$ cat src/rtl/alu_dispatch.sv
// alu_dispatch
// Issue/sequencing stage in front of the multi-function ALU.
// It accepts one operation at a time, holds the operands stable at the ALU
// inputs, and runs the multi-cycle MOD start/done handshake. A MOD by zero
// and a MOD that never completes both return an error response. The tagged
// result is then offered to writeback.
//
// Handshakes: a transfer happens on a rising edge where valid and ready are
// both 1. The producer holds valid and its payload until that edge, and the
// consumer may not make ready depend on valid. This design raises req_ready
// only in IDLE and rsp_valid only in RESP. While rsp_valid is 1 the rsp_*
// payload does not change.
//
// Ports:
//   clk, reset                   clock; synchronous active-high reset
//   req_valid/req_ready          request handshake
//   req_a, req_b, req_op, req_dst   operands, opcode, destination tag
//   alu_a, alu_b, alu_op         registered operands/opcode to the ALU
//   alu_start                    MOD start, held until done or timeout
//   alu_res, alu_carry, alu_done ALU result, carry, MOD completion
//   rsp_valid/rsp_ready          response handshake
//   rsp_res, rsp_carry, rsp_dst, rsp_err   captured response payload
module alu_dispatch #(
  parameter int WIDTH       = 32,
  parameter int TAG_W       = 5,
  parameter int MOD_TIMEOUT = 64
) (
  input  logic             clk,
  input  logic             reset,
  input  logic             req_valid,
  output logic             req_ready,
  input  logic [WIDTH-1:0] req_a,
  input  logic [WIDTH-1:0] req_b,
  input  logic [2:0]       req_op,
  input  logic [TAG_W-1:0] req_dst,
  output logic [WIDTH-1:0] alu_a,
  output logic [WIDTH-1:0] alu_b,
  output logic [2:0]       alu_op,
  output logic             alu_start,
  input  logic [WIDTH-1:0] alu_res,
  input  logic             alu_carry,
  input  logic             alu_done,
  output logic             rsp_valid,
  input  logic             rsp_ready,
  output logic [WIDTH-1:0] rsp_res,
  output logic             rsp_carry,
  output logic [TAG_W-1:0] rsp_dst,
  output logic             rsp_err
);

  localparam logic [2:0] OP_MOD = 3'b111;
  localparam int CNT_W = $clog2(MOD_TIMEOUT + 1);
  // The counter reads k-1 on the k-th edge spent in MOD_WAIT. The timeout
  // therefore fires on edge MOD_TIMEOUT, where alu_done still takes priority.
  localparam logic [CNT_W-1:0] CNT_LAST = CNT_W'(MOD_TIMEOUT - 1);

  typedef enum logic [1:0] {
    IDLE     = 2'd0,
    EXEC     = 2'd1,
    MOD_WAIT = 2'd2,
    RESP     = 2'd3
  } state_t;

  state_t           state_q;
  state_t           state_d;
  logic [CNT_W-1:0] cnt;
  logic             mod_timeout;

  assign mod_timeout = (cnt == CNT_LAST);
  assign req_ready   = (state_q == IDLE);
  assign rsp_valid   = (state_q == RESP);

  // State register
  always_ff @(posedge clk) begin
    if (reset) state_q <= IDLE;
    else       state_q <= state_d;
  end

  // Next-state logic
  always_comb begin
    state_d = state_q;
    case (state_q)
      IDLE: begin
        if (req_valid) begin
          if (req_op != OP_MOD)      state_d = EXEC;
          else if (req_b != '0)      state_d = MOD_WAIT;
          else                       state_d = RESP;
        end
      end
      EXEC:     state_d = RESP;
      MOD_WAIT: if (alu_done || mod_timeout) state_d = RESP;
      RESP:     if (rsp_ready) state_d = IDLE;
      default:  state_d = IDLE;
    endcase
  end

  // Operand, start, counter and response registers
  always_ff @(posedge clk) begin
    if (reset) begin
      alu_a     <= '0;
      alu_b     <= '0;
      alu_op    <= '0;
      alu_start <= 1'b0;
      rsp_res   <= '0;
      rsp_carry <= 1'b0;
      rsp_dst   <= '0;
      rsp_err   <= 1'b0;
      cnt       <= '0;
    end else begin
      case (state_q)
        IDLE: begin
          if (req_valid) begin
            alu_a   <= req_a;
            alu_b   <= req_b;
            alu_op  <= req_op;
            rsp_dst <= req_dst;
            cnt     <= '0;
            if (req_op == OP_MOD) begin
              if (req_b != '0) begin
                alu_start <= 1'b1;
              end else begin
                // Divide by zero: the ALU is never started and A is returned.
                rsp_res   <= req_a;
                rsp_carry <= 1'b0;
                rsp_err   <= 1'b1;
              end
            end
          end
        end
        EXEC: begin
          rsp_res   <= alu_res;
          rsp_carry <= alu_carry;
          rsp_err   <= 1'b0;
        end
        MOD_WAIT: begin
          if (alu_done) begin
            rsp_res   <= alu_res;
            rsp_carry <= alu_carry;
            rsp_err   <= 1'b0;
            alu_start <= 1'b0;
          end else if (mod_timeout) begin
            rsp_res   <= '0;
            rsp_carry <= 1'b0;
            rsp_err   <= 1'b1;
            alu_start <= 1'b0;
          end else begin
            cnt <= cnt + 1'b1;
          end
        end
        default: ;
      endcase
    end
  end

endmodule

$ cat config.mk
export PLATFORM = sky130hd
export DESIGN_NAME = alu_dispatch
export DESIGN_NICKNAME = d
export VERILOG_FILES = /design/src/rtl/alu_dispatch.sv
export SDC_FILE = /design/constraint.sdc
export NUM_CORES = 1
export LEC_CHECK = 0
export CAP_MARGIN = 0
export CORE_ASPECT_RATIO = 0.9
export CORE_UTILIZATION = 46
export DETAILED_ROUTE_END_ITERATION = 8
export PLACE_DENSITY = 0.86
export SKIP_CTS_REPAIR_TIMING = 1
export SLEW_MARGIN = 15
export SYNTH_ARGS = -nofsm -noshare
export SYNTH_HDL_FRONTEND = slang
export SYNTH_SLANG_ARGS = --single-unit
$ cat constraint.sdc
create_clock -name clk -period 3.15 [get_ports clk]
set_input_delay 0.63 -clock clk [delete_from_list [all_inputs] [get_ports clk]]
set_output_delay 0.63 -clock clk [all_outputs]
set_load 0.1 [all_outputs]
# Yosys cells after proc, flatten, opt, wreduce, memory -nomap -nowiden
# Cells that the tools add are included.
dict set report op_classes {
  n_reduce_logical 10
  n_addsub 1
  muxes 33
  n_eq_ne 15
}
# op count
set op_table {}
lappend op_table {{$mux W32} 5}
lappend op_table {{$pmux W32 S3} 1}
lappend op_table {{$reduce_bool A32 Y1} 1}
lappend op_table {{$mux W7} 3}
lappend op_table {{$mux W1} 15}
lappend op_table {{$pmux W7 S2} 1}
lappend op_table {{$ne A2 B2 Y1 const B} 5}
lappend op_table {{$reduce_and A5 Y1} 2}
lappend op_table {{$mux W2} 4}
lappend op_table {{$pmux W2 S4} 1}
lappend op_table {{$add A7 B1 Y7 const B} 1}
lappend op_table {{$eq A7 B6 Y1 const B} 1}
lappend op_table {{$ne A2 B1 Y1 const B} 3}
lappend op_table {{$ne A3 B3 Y1 const B} 2}
lappend op_table {{$pmux W1 S3} 2}
lappend op_table {{$eq A2 B2 Y1 const B} 2}
lappend op_table {{$reduce_and A4 Y1} 1}
lappend op_table {{$eq A3 B3 Y1 const B} 1}
lappend op_table {{$reduce_and A3 Y1} 1}
lappend op_table {{$reduce_bool A3 Y1} 1}
lappend op_table {{$eq A2 B1 Y1 const B} 1}
lappend op_table {{$logic_not A2 Y1} 1}
lappend op_table {{$pmux W1 S2} 1}
lappend op_table {{$reduce_and A2 Y1} 1}
lappend op_table {{2 further kinds} 2}
dict set report word_totals {
  elab_cells 69
  out_inout_bits 109
  regBits 116
}

# Longest topological paths before layout
# Gate-level depths: netlist of the first run.
dict set report logic_depth {
  word_depth 5
  mapped_depth 8
  mapped_depth_nobuf 7
}

# Worst setup path before layout of the first run
# No wires, ideal clock.
dict set report synth_timing {
  kind {register -> register}
  from {reg state_q[0]}
  to {reg alu_a[30]}
  period_less_slack_ns 2.527
  setup_ns 0.072
  t_arrival_ns 2.456
  path_slack_ns 0.623
  stages_incl_launch_ff 9
  path_cell_list {dfxtp_1 inv_1 ha_1 clkbuf_1 and2_1 clkbuf_1 clkbuf_1 nand2_1 a21oi_1}
}
dict set report synth_via {
  elab_chain_cells 2
}
# item line
set synth_lines {}
lappend synth_lines {{start: declaration} 64} ;# state_t state_q;
lappend synth_lines {{start signal: assignment} 76} ;# else state_q <= state_d;
lappend synth_lines {{$logic_not A2 Y1} --}
lappend synth_lines {{via req_ready} 31} ;# output logic req_ready,
lappend synth_lines {{$reduce_and A2 Y1 (no source line)} --}
lappend synth_lines {{end signal: assignment} 113} ;# alu_a <= req_a;
lappend synth_lines {{end: declaration} 36} ;# output logic [WIDTH-1:0] alu_a,
# The timed path passes the listed nets, and every way through them passes these cells.
# A chain may end at the register's enable or synchronous reset.

# Worst setup path in the final report of the first run
dict set report layout_timing {
  from {in req_b[26]}
  to {reg rsp_res[9]}
}
dict set report layout_via {
  elab_chain_cells 3
}
# item line
set layout_lines {}
lappend layout_lines {{start: declaration} 33} ;# input logic [WIDTH-1:0] req_b,
lappend layout_lines {{$reduce_bool A32 Y1} 119} ;# if (req_b != '0) begin
lappend layout_lines {{$ne A2 B2 Y1 (no source line)} --}
lappend layout_lines {{$reduce_and A5 Y1 (no source line)} --}
lappend layout_lines {{end signal: assignment} 123} ;# rsp_res <= req_a;
lappend layout_lines {{end signal: assignment} 131} ;# rsp_res <= alu_res;
lappend layout_lines {{end signal: assignment} 137} ;# rsp_res <= alu_res;
lappend layout_lines {{end: declaration} 45} ;# output logic [WIDTH-1:0] rsp_res,
# No other way between the ends.

==> reports/metrics.yaml, run 1 <==
crit_chain: "clkdlybuf4s50_1 > nor4_1 > nand4_1 > o31ai_4 > buf_4 > a21oi_1 > a311oi_2"
final_cell_mix: "148 x nand2_1, 119 x buf_4, 116 x dfxtp_1"
max-cap-violations: 0
die_w_um: 112
stdcell_area_um2: 7530
syn_nets: 712
num_antenna_cells: 0
numCtsBuffers: 17
synthCells: 597
syn_area_per_cell_um2: 8.46
vias_per_cell: 5.49
rsz0062_at_grt: "false"
cts_tree: "yes"
synth-seq-cells: 116
dp.final_hpwl_um: 11200
numPortBuffers: 218
die_h_um: 101
clockBufferDepth: 2
syn_area_um2: 5050
crit_arrival_ns: 2.88
yosysUniqueCellTypes: 38
holdWs_ns: 0.456
max_freq_mhz: 389
overflow: 0
grt_max_degree: 70
vdd_drop_max_v: 0.000541
synth_top_area_share_pct: 46.0
grtUsageTotal_pct: 28.0
grt_pass1_vias: 5009
gp_congestion: 0.810
nNetsFinal: 909
ant_nets: 0
cts.reportedPaths.clkPinSlew_ns: 0.06
core_um2: 10500
via_count: 5141
synthTopCellsByArea: "dfxtp_1 46%, nand2_1 11%, a21oi_1 11%, a311oi_2 8.3%, nand2b_1 4.0%"
criticalPathCategory: "input port to register"
rows: 35
die_area_um2: 11400
critPathCaptureType: "register"
p_per_area_nw_per_um2: 1170
tightest_slew_ns: 0.950
clock_insertion_delay_worst_skew_ns: 0.41
status: "finished clean"
cts_sinks: 116
slowest_delay_ns: 0.43
crit_path_max_fanout: 17
ys_warn_count: 0
cpMaxStageDelayCell: "clkdlybuf4s50_1"
drc_errors: 0
htreeDepth: 4
wire_per_inst_um: 17.1
relSlewSlack_pct: 36.5
syn2layout_area_growth_pct: 49.2
hold_viol: 0
fin_skew_ns: 0.00750
leakagePower_nw: 2.94
fin_ws_ns: 0.579
finalCriticalPeriod_ns: 2.57
yosys.area.top_type: "dfxtp_1"
drive_gt1_share_pct: 23.4
drv_slew: 0
holdCritPathClass: "register to register"
grt_pass1_wl_um: 25000
wirelength_um: 16000
root_buffer: "clkbuf_16"
post-route-period-util_pct: 81.6
synth_seq_area_share_pct: 46.0
place_area_um2: 6980
antenna_found_initial: 0
io_pins: 219
required_ns: 3.46
setup_viol: 0
pre_cts_ws_ns: 0.229
drtIter0Drc: 379
tns_ns: 0
initial_utilization_pct: 48.3
drtPass1Iterations: 5
final_common_cell: "nand2_1"
cp-start-kind: "input port"
registers in the layout, indices dropped and copies added, names as in the netlist:
name,cells
alu_a,32
cnt,7
rsp_carry,1
alu_op,3
rsp_err,1
rsp_dst,5
alu_b,32
alu_start,1
state_q,2
rsp_res,32
metrics by stage:
stage                     std cells  utilization (%)  total power (W)
after floorplan                 597                -          0.00597
after global placement          904             66.7          0.00690
after detailed placement        904             66.7          0.00700
after CTS                       936             72.0          0.00881
after global routing            936             72.0          0.00917
final                           936             72.0          0.00880
layout make-up:
type / count / area [µm²]
fillers: 775 / 2930
multi-input cells: 425 / 2460
flip-flops and latches: 116 / 2320
repair buffers: 229 / 2010
clock buffers: 19 / 443
well taps: 129 / 161
clock inverters: 13 / 110
inverters: 5 / 18.8
path summary, 6_finish.rpt:
path | startpoint | to | slack (ns) | cells after the start
max | req_b[26] | rsp_res[9] | 0.58 | 7
min | alu_b[19] | alu_b[19] | 0.46 | 2
max reg2reg | state_q[0] | rsp_res[9] | 0.78 | 5
min reg2reg | alu_b[19] | alu_b[19] | 0.46 | 2
where the power goes:
group | switching [W] | total (W) | internal, W
registers | 0.000179 | 0.00197 | 0.00179
logic | 0.00375 | 0.00503 | 0.00128
clock network | 0.000695 | 0.00179 | 0.00110
total | 0.00463 | 0.00880 | 0.00417
metal layers:
layer | track usage (%) | share of wire, % | vias to the layer above
met5 | 0 | 0 | -
met4 | 11.8 | 2.4 | 0
met3 | 8.38 | 7.3 | 41
met2 | 48.5 | 50 | 224
met1 | 32.5 | 40 | 2394
li1 | - | - | 2482
synthesized netlist by cell type:
| master | n |
|---|---|
| ha_1 | 5 |
| o31ai_4 | 1 |
| a211oi_1 | 6 |
| and2_0 | 1 |
| o31ai_1 | 1 |
| nand2b_1 | 32 |
| xnor2_1 | 4 |
| o21bai_1 | 2 |
| nor2_4 | 1 |
| nand3b_1 | 1 |
| nor2b_1 | 3 |
| clkbuf_1 | 40 |
| and2_1 | 1 |
| a311oi_1 | 4 |
| a21oi_2 | 1 |
| or3_1 | 2 |
| a31o_2 | 1 |
| nor3_1 | 1 |
| buf_1 | 2 |
| dfxtp_1 | 116 |
| inv_1 | 5 |
| a31oi_1 | 3 |
| o31a_2 | 1 |
| a221o_1 | 1 |
| and4_1 | 2 |
| nor4_1 | 8 |
| a2111oi_2 | 1 |
| a311oi_2 | 28 |
| nand3_1 | 38 |
| and3_1 | 2 |
| nor2_1 | 4 |
| mux2i_1 | 2 |
| nand4_1 | 2 |
| buf_6 | 9 |
| o21ai_0 | 6 |
| nand2_1 | 149 |
| a21o_1 | 3 |
| a21oi_1 | 108 |
worst max-delay path: cells and delay by family:
family                 cells  cell delay [ns]
and+or+nand+nor            2             0.75
AOI/OAI and AO/OA          3             0.78
buffers and inverters      2             0.72
cells by family after synthesis:
logic type      share of synthesized area (%)
compound gates                           23.9
buf+inv                                  5.50
flops                                    46.0
mux                                     0.396
simple gates                             22.3
fa+ha+maj                                1.24
xor+xnor                                0.694
Power figures use the tool's default switching activity.
==> run 2, diff against run 1 <==
--- a/config.mk
+++ b/config.mk
@@ -7,9 +7,9 @@
 export LEC_CHECK = 0
 export CAP_MARGIN = 0
 export CORE_ASPECT_RATIO = 0.9
-export CORE_UTILIZATION = 46
+export CORE_UTILIZATION = 42
 export DETAILED_ROUTE_END_ITERATION = 8
-export PLACE_DENSITY = 0.86
+export PLACE_DENSITY = 0.8
 export SKIP_CTS_REPAIR_TIMING = 1
 export SLEW_MARGIN = 15
 export SYNTH_ARGS = -nofsm -noshare
==> constraint.sdc (replaced) <==
create_clock -name clk -period 2.54 [get_ports clk]
set_input_delay 0.508 -clock clk [delete_from_list [all_inputs] [get_ports clk]]
set_output_delay 0.508 -clock clk [all_outputs]
set_load 0.1 [all_outputs]
==> run 2 against run 1 <==
Against the previous run: via count down 0.62%; final cell count grew 3.8%; non-clock buffer count up 9.
==> reports/metrics.yaml, run 2 (same netlist as run 1, synthesis figures left out) <==
max-cap-violations: 0  # unchanged
max_freq_mhz: 432
status: "finished clean"
cts_tree: "yes"
ant_nets: 0  # unchanged
grt_pass1_wl_um: 24600  # -1.5%
drv_slew: 0  # unchanged
leakagePower_nw: 3.04  # +3.4%
intPower_w: 0.00559  # +34%
top_regs: "alu_a: 32 flops, alu_b: 32 flops, rsp_res: 32 flops"
p_per_area_nw_per_um2: 1450  # +24%
drive_gt1_share_pct: 24.3  # +0.84 points
antenna_found_initial: 0  # unchanged
relSlewSlack_pct: 38.7  # +2.2 points
hold_viol: 0  # unchanged
cp-start-kind: "input port"
overflow: 0  # unchanged
hold_path_startpoint: "alu_b[5]"
p_seq_share_pct: 21.7  # -0.7 points
fin_ws_ns: 0.224  # -0.354 ns
die_w_um: 118  # +4.6%
vias_per_cell: 5.26  # -4.3%
wire_per_inst_um: 16.1  # -5.8%
cts.reportedPaths.clkPinSlew_ns: 0.05  # about the same
pre_cts_ws_ns: -0.247  # -0.476 ns
drtIter0Drc: 341  # -10%
criticalPathCategory: "input port to register"
p_sw_share_pct: 50.4  # -2.2 points
rows: 37  # +5.7%
tightest_slew_ns: 0.917  # -0.0330 ns
grtUsageTotal_pct: 24.9  # -3.1 points
via_count: 5109  # -0.62%
combPwrFrac_pct: 56.7  # -0.5 points
critPathCaptureType: "register"
drtPass1Iterations: 5  # unchanged
fin_skew_ns: 0.00518  # -0.00233 ns
die_area_um2: 12500  # +9.3%
grt_pass1_vias: 5043  # +0.68%
required_ns: 2.85  # -0.61 ns
instances_no_fill: 972  # +3.8%
drc_errors: 0  # unchanged
clock_insertion_delay_worst_skew_ns: 0.41  # about the same
p_switching_w: 0.00568  # +23%
cts_sinks: 116  # unchanged
ff2ff_setup_slack_ns: 0.25  # -0.53 ns
numPortBuffers: 218  # unchanged
crit_path_max_fanout: 14  # -3
final_cell_mix: "148 x nand2_1, 123 x buf_4, 116 x dfxtp_1"
crit_arrival_ns: 2.63  # -0.25 ns
rsz0062_at_grt: "false"
core_um2: 11600  # +11%
gp_congestion: 0.844  # +4.3%
clkPwrFrac_pct: 21.7  # +1.3 points
dp.final_hpwl_um: 11400  # +1.1%
finalCriticalPeriod_ns: 2.32
wirelength_um: 15700  # -2.2%
die_h_um: 106  # +4.6%
clockBufferDepth: 2  # unchanged
num_antenna_cells: 0  # unchanged
grt_max_degree: 66  # -5.7%
timing.rr.start: "cnt[2]"
vdd_drop_max_v: 0.000724  # +34%
root_buffer: "clkbuf_16"
post-route-period-util_pct: 91.2
crit_start: "req_b[18]"
setup_viol: 0  # unchanged
holdCritPathClass: "register to register"
htreeDepth: 4  # unchanged
dp_cells: 940  # +4.0%
io_pins: 219  # unchanged
syn2layout_area_growth_pct: 53.7
final_common_cell: "nand2_1"
nNetsFinal: 918  # +0.99%
initial_utilization_pct: 43.6  # -4.6 points
numCtsBuffers: 17  # unchanged
tns_ns: 0  # unchanged
-- run 2: cell types whose count changed in the layout (fill, tap and decap cells not counted), sizes merged --
| cell | before | now |
|---|---|---|
| buf | 121 | 130 |
| clkbuf | 19 | 23 |
| clkinvlp | 5 | 2 |
| bufinv | 1 | 3 |
| clkinv | 6 | 4 |
| inv | 6 | 5 |
-- run 2: layout make-up --
| type | instances | area (µm²) |
|---|---|---|
| well taps | 156 | 195 |
| inverters | 5 | 18.8 |
| fillers | 951 | 3810 |
| clock buffers | 23 | 488 |
| flip-flops and latches | 116 | 2320 |
| multi-input cells | 425 | 2470 |
| clock inverters | 9 | 125 |
| repair buffers | 238 | 2140 |
-- run 2: power by group through the flow --
stage	sequential, W	clock [W]	combinational [W]
2_1_floorplan	0.00508	0	0.00232
3_3_place_gp	0.00245	0	0.00627
3_5_place_dp	0.00247	0	0.00639
4_1_cts	0.00244	0.00249	0.00640
5_1_grt	0.00248	0.00257	0.00669
6_report	0.00244	0.00245	0.00639
-- run 2: final timing paths --
check	end	cells after the start
worst min-delay path	alu_b[5]	2
worst max register to register	rsp_res[11]	5
worst max-delay path	rsp_res[18]	8
worst min register to register	alu_b[5]	2
-- run 2: critical path, cell delays in order --
cell             delay (ns)
clkdlybuf4s50_1        0.44
nor4_1                 0.35
nand4_1                0.17
buf_4                  0.19
o31ai_4                0.30
buf_4                  0.26
a21oi_1                0.10
a311oi_2               0.30
-- run 2: routing by layer --
metal / routed length, µm / global-route usage [%] / vias up
li1: - / - / 2497
met1: 6460 / 28.6 / 2414
met2: 7810 / 42.2 / 165
met3: 979 / 7.78 / 33
met4: 405 / 11.6 / 0
met5: 0 / 0 / -
-- run 2: per-stage QoR --
| step | hold slack (ns) | power, W | util, % | instance area [µm²] |
|---|---|---|---|---|
| 2_1_floorplan | 0.437 | 0.00740 | - | 5050 |
| 3_3_place_gp | 0.444 | 0.00872 | 61.7 | 7150 |
| 3_5_place_dp | 0.447 | 0.00886 | 61.7 | 7150 |
| 4_1_cts | 0.454 | 0.0113 | 67.0 | 7760 |
| 5_1_grt | 0.467 | 0.0117 | 67.1 | 7760 |
| 6_report | 0.452 | 0.0113 | 67.1 | 7760 |
==> RTL edit: new RTL, flow settings as in run 2 <==
The parameter `MOD_TIMEOUT` goes from 64 to 32.
--- a/src/rtl/alu_dispatch.sv
+++ b/src/rtl/alu_dispatch.sv
@@ -24,5 +24,5 @@
   parameter int WIDTH       = 32,
   parameter int TAG_W       = 5,
-  parameter int MOD_TIMEOUT = 64
+  parameter int MOD_TIMEOUT = 32
 ) (
   input  logic             clk,
Function: same outputs for any inputs over 4 cycles, from zero or initial values and one cycle with reset high; that may be too few to reach the edited logic, so the function may still have changed.
==> RTL edit against run 2 <==
- register-to-register slack improved by 0.23 ns
- clock power rose by 5%
- total power rose by 9.1%
- wire length fell by 1.6%
- sequential cell count fell by 1
- design area fell by 1.1%
- cell count fell by 0.31%
- combinational power rose by 12%
- sequential power rose by 5%
- fmax rose by 0.77%
- area after synthesis fell by 2.5%
- worst setup slack improved by 0.018 ns
- critical endpoint is now rsp_res[16]$_SDFFE_PP0P_
- highest routed layer unchanged
==> RTL edit: results (changes against run 2) <==
[global_routing]
grt_pass1_vias = 4931  ; -2.2%
grt.total_usage_pct = 25.5  ; +0.65 points
grt_start_max_net_pins = 73  ; +11%

[logic_synthesis]
synth.net_count = 709  ; -0.42%
synth_xor_area_share_pct = 0.711  ; +0.018 points
synthMuxAreaShare_pct = 0.432  ; +0.035 points
synth_compound_area_share_pct = 24.3  ; +0.38 points
ys_seq_elements = 115  ; -0.86%
synth_common_cells = 177 x nand2_1, 115 x dfxtp_1, 108 x a21oi_1
synth_fa_ha_area_share_pct = 1.27  ; +0.031 points
ys_top_cells_by_area = dfxtp_1 47%, nand2_1 13%, a21oi_1 11%, a311oi_2 8.5%, nand3_1 3.8%
ys_types = 39  ; +2.6%

[pwr]
cellLeakagePower_uw = 0.00305  ; +0.32%
peakVddDrop_mv = 0.849  ; +17%
powerDensity_nw_per_um2 = 1600  ; +10%

[worst_setup_path]
crit_fanout = 17  ; +3
crit_path_start = req_b[27]
rr_endpoint = cnt[4]$_SDFFE_PP0P_
r2r_cells = 7  ; +2
reg2reg_slack_ns = 0.48  ; +0.23 ns
arrival_ns = 2.56  ; -0.07 ns

[timing]
finalCritPeriodShare_pct = 90.5  ; -0.70 points
finClkSkew_ns = 0.00902  ; +0.00384 ns

[finish]
clock_buffers = 21  ; -8.7%
buf_share_pct = 28.1  ; +0.47 points
multi_input_area_um2 = 2360  ; -4.6%
inv_count = 7  ; +2
clkCellAreaFrac_pct = 8.34  ; +0.45 points
nets = 916  ; -0.22%
seq_area_share_pct = 30.0  ; +0.076 points

[hold_path]
holdPathEnd = rsp_dst[1]$_SDFFE_PP0P_

[place]
post-place-ws_ns = -0.159  ; +0.0877 ns
dp_hpwl_mm = 10.8  ; -5.3%
post_dp_cell_area_um2 = 7040  ; -1.5%

[status]
outcome = complete, no violations

[detailed_routing]
drt-total-wl_mm = 15.4  ; -1.6%
via_count = 5157  ; +0.94%
drtIter0Drc = 374  ; +9.7%

==> RTL edit: cell count changes after synthesis, moves of 2 or more <==
cell,before,now
inv_1,5,7
buf_1,2,0
nand2_1,149,177
nor2_1,4,8
o21ai_0,6,4
nand4_1,2,5
o22ai_1,0,2
nand2b_1,32,1
and4_1,2,0
==> RTL edit: per-stage QoR <==
stage,util [%],TNS (ns),cells,hold slack [ns]
2_1_floorplan,-,0,594,0.478
3_3_place_gp,61.5,-5.02,938,0.443
3_5_place_dp,61.5,-4.30,938,0.448
4_1_cts,67.2,0,969,0.456
5_1_grt,67.2,0,969,0.471
6_report,67.2,0,969,0.454
==> RTL edit: metal layers <==
metal | global-route usage (%) | vias up | share of wire [%]
met5 | 0 | - | 0
met4 | 12.7 | 0 | 3.4
met3 | 7.89 | 38 | 6.7
met2 | 42.9 | 202 | 50
met1 | 28.9 | 2434 | 39
li1 | - | 2483 | -
